**src/rtl/kan_pkg.sv**
```systemverilog
// rtl/kan_pkg.sv - shared state type, saturation limit and default widths for the KAN layer sequencer
package kan_pkg;

    localparam int DEF_IN_FEATURES  = 784;
    localparam int DEF_OUT_FEATURES = 64;
    localparam int DEF_SCALE_SHIFT  = 8;
    localparam int DEF_ACC_W        = 32;
    localparam int SAT_MAX          = 255;

    typedef enum logic [2:0] {
        IDLE,
        ISSUE,
        DRAIN,
        SCALE,
        WRITE,
        DONE
    } state_t;

    // Keeps index ports at least one bit wide for degenerate sizes.
    function automatic int idx_width(input int n);
        return (n > 1) ? $clog2(n) : 1;
    endfunction

endpackage

```
**src/rtl/kan_mac_unit.sv**
```systemverilog
// rtl/kan_mac_unit.sv - 8x16 dual-product multiply-accumulate with synchronous clear and enable
module kan_mac_unit #(
    parameter int ACC_W = 32
) (
    input  logic                    clk,
    input  logic                    reset_n,
    input  logic                    clear,
    input  logic                    en,
    input  logic [7:0]              x,
    input  logic signed [15:0]      base_w,
    input  logic signed [15:0]      spline_w,
    output logic signed [ACC_W-1:0] acc
);

    logic signed [ACC_W-1:0] x_ext;
    logic signed [ACC_W-1:0] base_ext;
    logic signed [ACC_W-1:0] spline_ext;
    logic signed [ACC_W-1:0] sum;

    // Feature is unsigned, weights are signed; widen both before multiplying.
    assign x_ext      = $signed({{(ACC_W-8){1'b0}}, x});
    assign base_ext   = {{(ACC_W-16){base_w[15]}}, base_w};
    assign spline_ext = {{(ACC_W-16){spline_w[15]}}, spline_w};
    assign sum        = acc + x_ext * base_ext + x_ext * spline_ext;

    always_ff @(posedge clk or negedge reset_n) begin
        if (!reset_n) begin
            acc <= '0;
        end else if (clear) begin
            acc <= '0;
        end else if (en) begin
            acc <= sum;
        end
    end

endmodule

```
**src/rtl/kan_layer_sequencer.sv**
```systemverilog
// rtl/kan_layer_sequencer.sv - time-multiplexed KAN layer controller walking weight ROMs with one shared MAC
module kan_layer_sequencer
    import kan_pkg::*;
#(
    parameter int IN_FEATURES  = DEF_IN_FEATURES,
    parameter int OUT_FEATURES = DEF_OUT_FEATURES,
    parameter int SCALE_SHIFT  = DEF_SCALE_SHIFT,
    parameter int ACC_W        = DEF_ACC_W,
    parameter int IDX_W        = idx_width(IN_FEATURES),
    parameter int ADDR_W       = idx_width(IN_FEATURES * OUT_FEATURES),
    parameter int OIDX_W       = idx_width(OUT_FEATURES)
) (
    input  logic                     clk,
    input  logic                     reset_n,
    input  logic                     start,
    output logic                     busy,
    output logic                     done,
    output logic [IDX_W-1:0]         in_addr,
    input  logic [7:0]               in_data,
    output logic [ADDR_W-1:0]        w_addr,
    input  logic signed [15:0]       base_w,
    input  logic signed [15:0]       spline_w,
    output logic                     out_valid,
    output logic [OIDX_W-1:0]        out_idx,
    output logic [7:0]               out_data,
    input  logic                     out_ready
);

    state_t                  state;
    state_t                  next_state;
    logic signed [ACC_W-1:0] acc;
    logic signed [ACC_W-1:0] scaled;
    logic [7:0]              sat_val;
    logic                    last_j;
    logic                    last_i;
    logic                    mac_clear;
    logic                    mac_en;

    // in_addr doubles as the feature counter j, out_idx as the neuron counter i.
    assign last_j = (in_addr == IDX_W'(IN_FEATURES - 1));
    assign last_i = (out_idx == OIDX_W'(OUT_FEATURES - 1));

    always_ff @(posedge clk or negedge reset_n) begin
        if (!reset_n) begin
            state <= IDLE;
        end else begin
            state <= next_state;
        end
    end

    always_comb begin
        next_state = state;
        busy       = 1'b0;
        done       = 1'b0;
        out_valid  = 1'b0;
        mac_clear  = 1'b0;
        mac_en     = 1'b0;
        case (state)
            IDLE: begin
                if (start) next_state = ISSUE;
            end
            ISSUE: begin
                busy = 1'b1;
                // Data on the bus lags the address by one cycle, so j==0 has nothing to add yet.
                mac_clear = (in_addr == '0);
                mac_en    = (in_addr != '0);
                if (last_j) next_state = DRAIN;
            end
            DRAIN: begin
                busy       = 1'b1;
                mac_en     = 1'b1;
                next_state = SCALE;
            end
            SCALE: begin
                busy       = 1'b1;
                next_state = WRITE;
            end
            WRITE: begin
                busy      = 1'b1;
                out_valid = 1'b1;
                if (out_ready) next_state = last_i ? DONE : ISSUE;
            end
            DONE: begin
                done       = 1'b1;
                next_state = IDLE;
            end
            default: next_state = IDLE;
        endcase
    end

    always_comb begin
        scaled = acc >>> SCALE_SHIFT;
        if (scaled[ACC_W-1]) begin
            sat_val = '0;
        end else if (scaled > $signed(ACC_W'(SAT_MAX))) begin
            sat_val = 8'(SAT_MAX);
        end else begin
            sat_val = scaled[7:0];
        end
    end

    // Addresses only move in ISSUE and on the WRITE->ISSUE hop; everywhere else they hold.
    always_ff @(posedge clk or negedge reset_n) begin
        if (!reset_n) begin
            in_addr  <= '0;
            w_addr   <= '0;
            out_idx  <= '0;
            out_data <= '0;
        end else begin
            case (state)
                IDLE: begin
                    if (start) begin
                        in_addr <= '0;
                        w_addr  <= '0;
                        out_idx <= '0;
                    end
                end
                ISSUE: begin
                    if (!last_j) begin
                        in_addr <= in_addr + IDX_W'(1);
                        w_addr  <= w_addr + ADDR_W'(1);
                    end
                end
                SCALE: out_data <= sat_val;
                WRITE: begin
                    if (out_ready && !last_i) begin
                        out_idx <= out_idx + OIDX_W'(1);
                        in_addr <= '0;
                        w_addr  <= w_addr + ADDR_W'(1);
                    end
                end
                default: ;
            endcase
        end
    end

    kan_mac_unit #(
        .ACC_W(ACC_W)
    ) u_mac (
        .clk     (clk),
        .reset_n (reset_n),
        .clear   (mac_clear),
        .en      (mac_en),
        .x       (in_data),
        .base_w  (base_w),
        .spline_w(spline_w),
        .acc     (acc)
    );

endmodule

```
**config.mk**
```make
export PLATFORM = sky130hd
export DESIGN_NAME = kan_layer_sequencer
export DESIGN_NICKNAME = d
export VERILOG_FILES = /design/src/rtl/kan_pkg.sv /design/src/rtl/kan_mac_unit.sv /design/src/rtl/kan_layer_sequencer.sv
export SDC_FILE = /design/constraint.sdc
export NUM_CORES = 1
export LEC_CHECK = 0
export ABC_CLOCK_PERIOD_IN_PS = 5450
export CAP_MARGIN = 5
export CORE_UTILIZATION = 25
export CTS_CLUSTER_DIAMETER = 150
export DETAILED_ROUTE_END_ITERATION = 10
export PLACE_DENSITY = 0.51
export SYNTH_ARGS = -nofsm -noshare
export SYNTH_HDL_FRONTEND = slang
export SYNTH_SLANG_ARGS = --single-unit
export TNS_END_PERCENT = 5
```
**constraint.sdc**
```tcl
create_clock -name clk -period 5.45 [get_ports clk]
set_input_delay 1.635 -clock clk [delete_from_list [all_inputs] [get_ports clk]]
set_output_delay 1.635 -clock clk [all_outputs]
set_load 0.02 [all_outputs]
```
==> After elaboration in Yosys (flattened, before gate mapping) <==
Index checks and enable logic that the tools add are counted.
{ "word_totals": {"input_bits": 44, "register_bits": 75, "latchBits": 0, "output_inout_bits": 43, "wordCells": 63, "n_memories": 0, "ramBits": 0, "rom_bits": 0} }
{ "op_classes": {"magnitude_cmp": 1, "n_addsub": 5, "bitwise": 0, "mul": 2, "mux": 25, "reduce_logical": 12, "div_mod_pow": 0, "eq_ne": 12, "n_shift": 0} }
{ "ops": {"columns": ["op", "count"], "rows": [
  ["32-bit 2-to-1 mux", 2],
  ["9-bit by 16-bit multiplier with 25-bit output", 2],
  ["16-bit 2-to-1 mux", 3],
  ["16-bit case mux with 3 select lines", 1],
  ["32-bit by 25-bit adder with 32-bit output", 1],
  ["32-bit adder", 1],
  ["10-bit 2-to-1 mux", 3],
  ["10-bit case mux with 3 select lines", 1],
  ["24-bit by 9-bit greater-than comparator with 1-bit output (second input constant)", 1],
  ["16-bit by 1-bit adder with 16-bit output (second input constant)", 1],
  ["8-bit 2-to-1 mux", 2],
  ["3-bit case mux with 5 select lines", 1],
  ["3-bit 2-to-1 mux", 4],
  ["6-bit 2-to-1 mux", 2],
  ["6-bit case mux with 2 select lines", 1],
  ["10-bit by 1-bit adder with 10-bit output (second input constant)", 1],
  ["10-bit equality test (second input constant)", 1],
  ["10-bit zero test", 1],
  ["2-bit != test (second input constant)", 5],
  ["10-bit nonzero test", 1],
  ["6-bit by 1-bit adder with 6-bit output (second input constant)", 1],
  ["3-bit by 2-bit equality test with 1-bit output (second input constant)", 2],
  ["3-bit equality test (second input constant)", 2],
  ["6-bit equality test (second input constant)", 1],
  ["11 further kinds", 16]
]} }

==> Logic depth before layout (Yosys ltp) <==
{ "logic_depth": {"word_depth": 5, "depth_mapped": 33} }

==> Modules after synthesis <==
From an unflattened synthesis, not the netlist that was laid out.
{ "hier_totals": {"hier_cells": 1686, "hier_area_um2": 15279.7} }
{ "modules_own_cells": {"columns": ["module", "instances", "area_per_inst_um2", "cells_each"], "rows": [
  ["kan_mac_unit", 1, 12892.4, 1433],
  ["kan_layer_sequencer", 1, 2387.3, 253]
]} }

==> Worst setup path before layout <==
Ideal clock, no wire load.
{ "synth_path": {"path_kind": "in2reg", "start": "in in_data[3]", "end": "reg u_mac.acc[26]", "setup_time_ns": 0.122, "stages": 30, "required_ns": 5.328, "slack_ns": -3.735, "t_arrival_ns": 9.064, "path_cell_list": "clkbuf_1 nand2_1 fa_1 inv_1 fa_1 fa_1 inv_1 fa_1 inv_1 ha_1 nor4_1 o21ai_0 a41oi_1 o21ai_0 a21o_1 a21oi_1 xnor2_1 fa_1 fa_1 fa_1 inv_1 ha_1 clkbuf_1 a21oi_1 o21ai_0 a211oi_1 o31a_1 a21oi_2 or3_2 a32o_1"} }
{ "synth_via": {"elab_chain_len": 5, "word_cells_on_any_way": 6} }
{ "synth_rtl": {"columns": ["item", "line_no", "rtl"], "rows": [
  ["start, declared", "kan_layer_sequencer.sv:19", "input logic [7:0] in_data,"],
  ["9-bit by 16-bit multiplier with 25-bit output", "kan_mac_unit.sv:24", "assign sum = acc + x_ext * base_ext + x_ext * spline_ext;"],
  ["32-bit by 25-bit adder with 32-bit output", "kan_mac_unit.sv:24", null],
  ["32-bit adder *", "kan_mac_unit.sv:24", null],
  ["32-bit 2-to-1 mux *", "kan_mac_unit.sv:31", "end else if (en) begin"],
  ["32-bit 2-to-1 mux *", "kan_mac_unit.sv:29", "end else if (clear) begin"],
  ["end signal, assigned", "kan_mac_unit.sv:32", "acc <= sum;"],
  ["end, declared", "kan_mac_unit.sv:12", "output logic signed [ACC_W-1:0] acc"]
]} }
Every way passes the cells marked *; elsewhere a longest branch is shown, timed or not. The select of a mux whose other input is x is not followed.
A chain may end at the register's enable or synchronous reset.

==> Worst setup path in the final report <==
{ "layout_path": {"start": "in in_data[3]", "end": "reg u_mac.acc[29]"} }
The elaborated chain is that of the path after synthesis.

==> impl_summary.md <==
Synth
Yosys printed 0 warnings. Yosys attributes the largest share of cell area to sky130_fd_sc_hd__fa_1 (36%), sky130_fd_sc_hd__dfrtp_1 (13%), sky130_fd_sc_hd__ha_1 (10%). For this run, the register share of the synthesized area comes to 0.126. Summing every instance area after synthesis gives 0.0148 mm^2. The number of cells produced by synthesis is 1679. The most used flip-flop cell after synthesis is sky130_fd_sc_hd__dfrtp_1. Each instance of the synthesized netlist takes up on average 8.84 um^2.

The area share of the largest cell type after synthesis is 0.364. The post-synth net total is 2114. The async set-or-reset flop fraction in the synthesized netlist is 1.00.

The register bit total from synthesis is 75. Of all cell types, the one taking the most synthesized area is sky130_fd_sc_hd__fa_1. In this run, synthesis inferred 0 flip-flops with an integrated enable.

The number of library cell types mapped by synthesis is 57.

Die
The die area is 0.0604 mm^2. The initial standard-cell utilization of the core is 0.255. The die boundary width is 246 um.

The total I/O pin count is 87. The height of the die is 246 um. The number of rows created at floorplan is 88. The area of the core region is 0.0581 mm^2.

CTS
The maximum level of the CTS H-tree is 3. After clock tree synthesis, the flow added hold-fix buffers numbering 0. Clock-pin slew was measured on the worst setup and hold paths at 70 ps. The cell at the root of the clock tree is sky130_fd_sc_hd__clkbuf_16. The later-pin clock latency in the skew report is 360 ps. The count of clock tree sinks is 75.

The number of buffers inserted during clock tree synthesis is 9. Counting along the longest clock path gives a buffer depth of 2. TritonCTS built the clock tree.

Global route
The total overflow left after global routing is 0. In the global route stage, met2 resource usage came out at 0.248. The number of antenna violations at the first check in global routing is 1. The met3 track demand over resource is 0.0145. The combined global-route utilization of all metal layers is 0.141. Entering global routing, the biggest net connects 58 pins. The via count of the first global-routing pass is 12876. The global-route met1 utilization is 0.189. The first-pass GRT wire length is 68200 um. In this run the most used layer during global routing was met2.

Placement
The worst-case setup slack after placement is -4350 ps. The number of input and output port buffers inserted is 86. The placer's final routability congestion estimate is 0.823. The detailed placer's ending HPWL is 33300 um. The placed cell area is 0.0186 mm^2. The cell total after placement is 2704.

Setup path
The worst reg-to-reg setup slack is 1170 ps. STA classifies the critical path startpoint as an input pin. The startpoint of the worst setup timing path is in_data[3]. The worst register-to-register path begins at u_mac.acc[4]. The critical path data required time is 5740 ps. Following the worst setup path forward leads to its endpoint at u_mac.acc[29].

The biggest cell delay along the critical path is 550 ps. The worst endpoint data arrival time is 9100 ps. The slowest stage of the critical path belongs to the cell sky130_fd_sc_hd__fa_1. The element type at the critical path end is a register. The worst register-to-register path ends at u_mac.acc[26]. The critical path's most frequent cell is sky130_fd_sc_hd__fa_1. The category of the most critical setup path is input pin to register. The cell depth of the worst flop-to-flop path is 13. The maximum fanout along the worst path is 6.

Drt
In this run the remaining antenna-violating nets after routing total 0. The via count normalized by instance count is 4.42. In the routed design, unresolved DRC markers number 0.

The violation count after the first detailed-route iteration is 457. The number of detailed-route iterations in the first pass is 5. The detailed-route via count is 12229. The average detailed-routed wire length per instance is 14.8 um. The final routed wirelength across all metal layers is 40900 um.

STA
The count of final max-slew check failures was 0. After layout, the worst setup slack is -3370 ps. The worst-case headroom to the max-slew limit is 0.294. Hold timing on the final database bottoms out at a slack of 483 ps. The clock arrives with 12.7 ps of skew. The final count of hold timing violations was 0.

The ratio of final minimum period to clock period is 1.62. The maximum clock frequency is 0.113 GHz. The count of endpoints failing setup in the final report is 28. Setup repair after global routing could not meet its margin everywhere. The final critical-path required period is 8820 ps.

For the pin with the worst max-slew slack, the measured transition is 1060 ps.

Layout
The final net count is 2429. In the final layout, the share of cells above drive strength 1 is 0.243. The repair_antennas step left the layout with diodes totalling 0. The final non-filler cell area is 0.0202 mm^2. From synthesis to final layout, the design area changed by 35.7%. The count of non-filler cells in the finished layout is 2764.

Run status
The flow ran to the end, but the final reports show violations. The checks that failed: negative setup slack.

Hold path
In this run the worst hold path is classified as register to register.

Run
The max-capacitance violation count is 0.
[cell families (layout without fill, tap and decap cells)]
| group | count (synthesis) | count (layout) | share of synthesized area |
|---|---|---|---|
| xor gates and xnor gates | 66 | 66 | 0.0389 |
| AOI/OAI and AO/OA | 210 | 210 | 0.0903 |
| DFF | 75 | 75 | 0.126 |
| and+or+nand+nor | 499 | 499 | 0.167 |
| muxes | 1 | 1 | 0.000674 |
| buffers and inverters | 437 | 757 | 0.111 |
| adders and majority gates | 391 | 391 | 0.466 |
[how the worst min path moves through the flow]
stage,startpoint,to,cells after the start
after floorplan,u_mac.acc[5],u_mac.acc[5],2
after global placement,out_data[3],out_data[3],2
after detailed placement,out_data[6],out_data[6],2
after CTS,out_data[0],out_data[0],2
after global routing,u_mac.acc[5],u_mac.acc[5],2
final,out_data[0],out_data[0],2
[layer usage]
layer / wire length [um] / share of wire / up-vias
met5: 13 / 0.00032 / -
met4: 501 / 0.012 / 2
met3: 970 / 0.024 / 37
met2: 20900 / 0.51 / 180
met1: 18500 / 0.45 / 6208
li1: - / - / 5802
[critical path, delay by kind of cell]
kind | cells | cell delay, ps
fa+ha+maj | 9 | 4030
buf+inv | 12 | 1080
compound gates | 7 | 1150
simple gates | 8 | 1170
[per-stage QoR]
step	util	TNS, ps
after detailed placement	0.319	-97900
after CTS	0.342	-69290
after global routing	0.347	-77460
after floorplan	-	-62910
after global placement	0.319	-96870
final	0.347	-69860
[layout make-up]
class,count,area (um^2)
Tap cell,765,957
Multi-Input combinational cell,1167,12400
Fill cell,5928,38000
Timing Repair Buffer,351,3190
Clock buffer,9,225
Inverter,390,1460
Clock inverter,7,73.8
Sequential cell,75,1880
[cells in the mapped netlist (all sizes together) (3+ instances only)]
| cell | instances |
|---|---|
| a211oi | 6 |
| a21boi | 6 |
| a21o | 23 |
| a21oi | 52 |
| a22o | 5 |
| a31o | 3 |
| a31oi | 7 |
| and2 | 146 |
| and3 | 10 |
| clkbuf | 46 |
| dfrtp | 75 |
| fa | 270 |
| ha | 121 |
| inv | 390 |
| nand2 | 191 |
| nand2b | 8 |
| nand3 | 26 |
| nand4 | 24 |
| nor2 | 57 |
| nor2b | 4 |
| nor3 | 12 |
| nor4 | 5 |
| o211ai | 4 |
| o21a | 6 |
| o21ai | 62 |
| o21bai | 4 |
| o31ai | 17 |
| or3 | 7 |
| or4 | 4 |
| xnor2 | 37 |
| xor2 | 29 |
[sequential cells by signal, indices dropped and copies added, names as in the netlist]
register / count
state: 3
in_addr: 10
out_data: 8
out_idx: 6
u_mac.acc: 32
w_addr: 16
[cell usage in the layout, fill, tap and decap left out, drive strengths merged, types with 37 or more instances in the layout]
cell	n
a21oi	52
and2	146
buf	281
clkdlybuf4s50	61
dfrtp	75
fa	270
ha	121
inv	396
nand2	191
nor2	57
o21ai	62
xnor2	37
[what timing repair did]
action | 4_1_cts | 5_1_grt
pin swaps | 100 | 63
hold endpoints to repair | 0 | 0
gates resized for setup | 255 | 40
setup buffers | 26 | 12
setup endpoints to repair | 29 | 29
gates cloned | 7 | 0
Power is left out: the tool's default activity adds up to more than one toggle a clock period on the data nets, which glitch-free logic cannot reach.
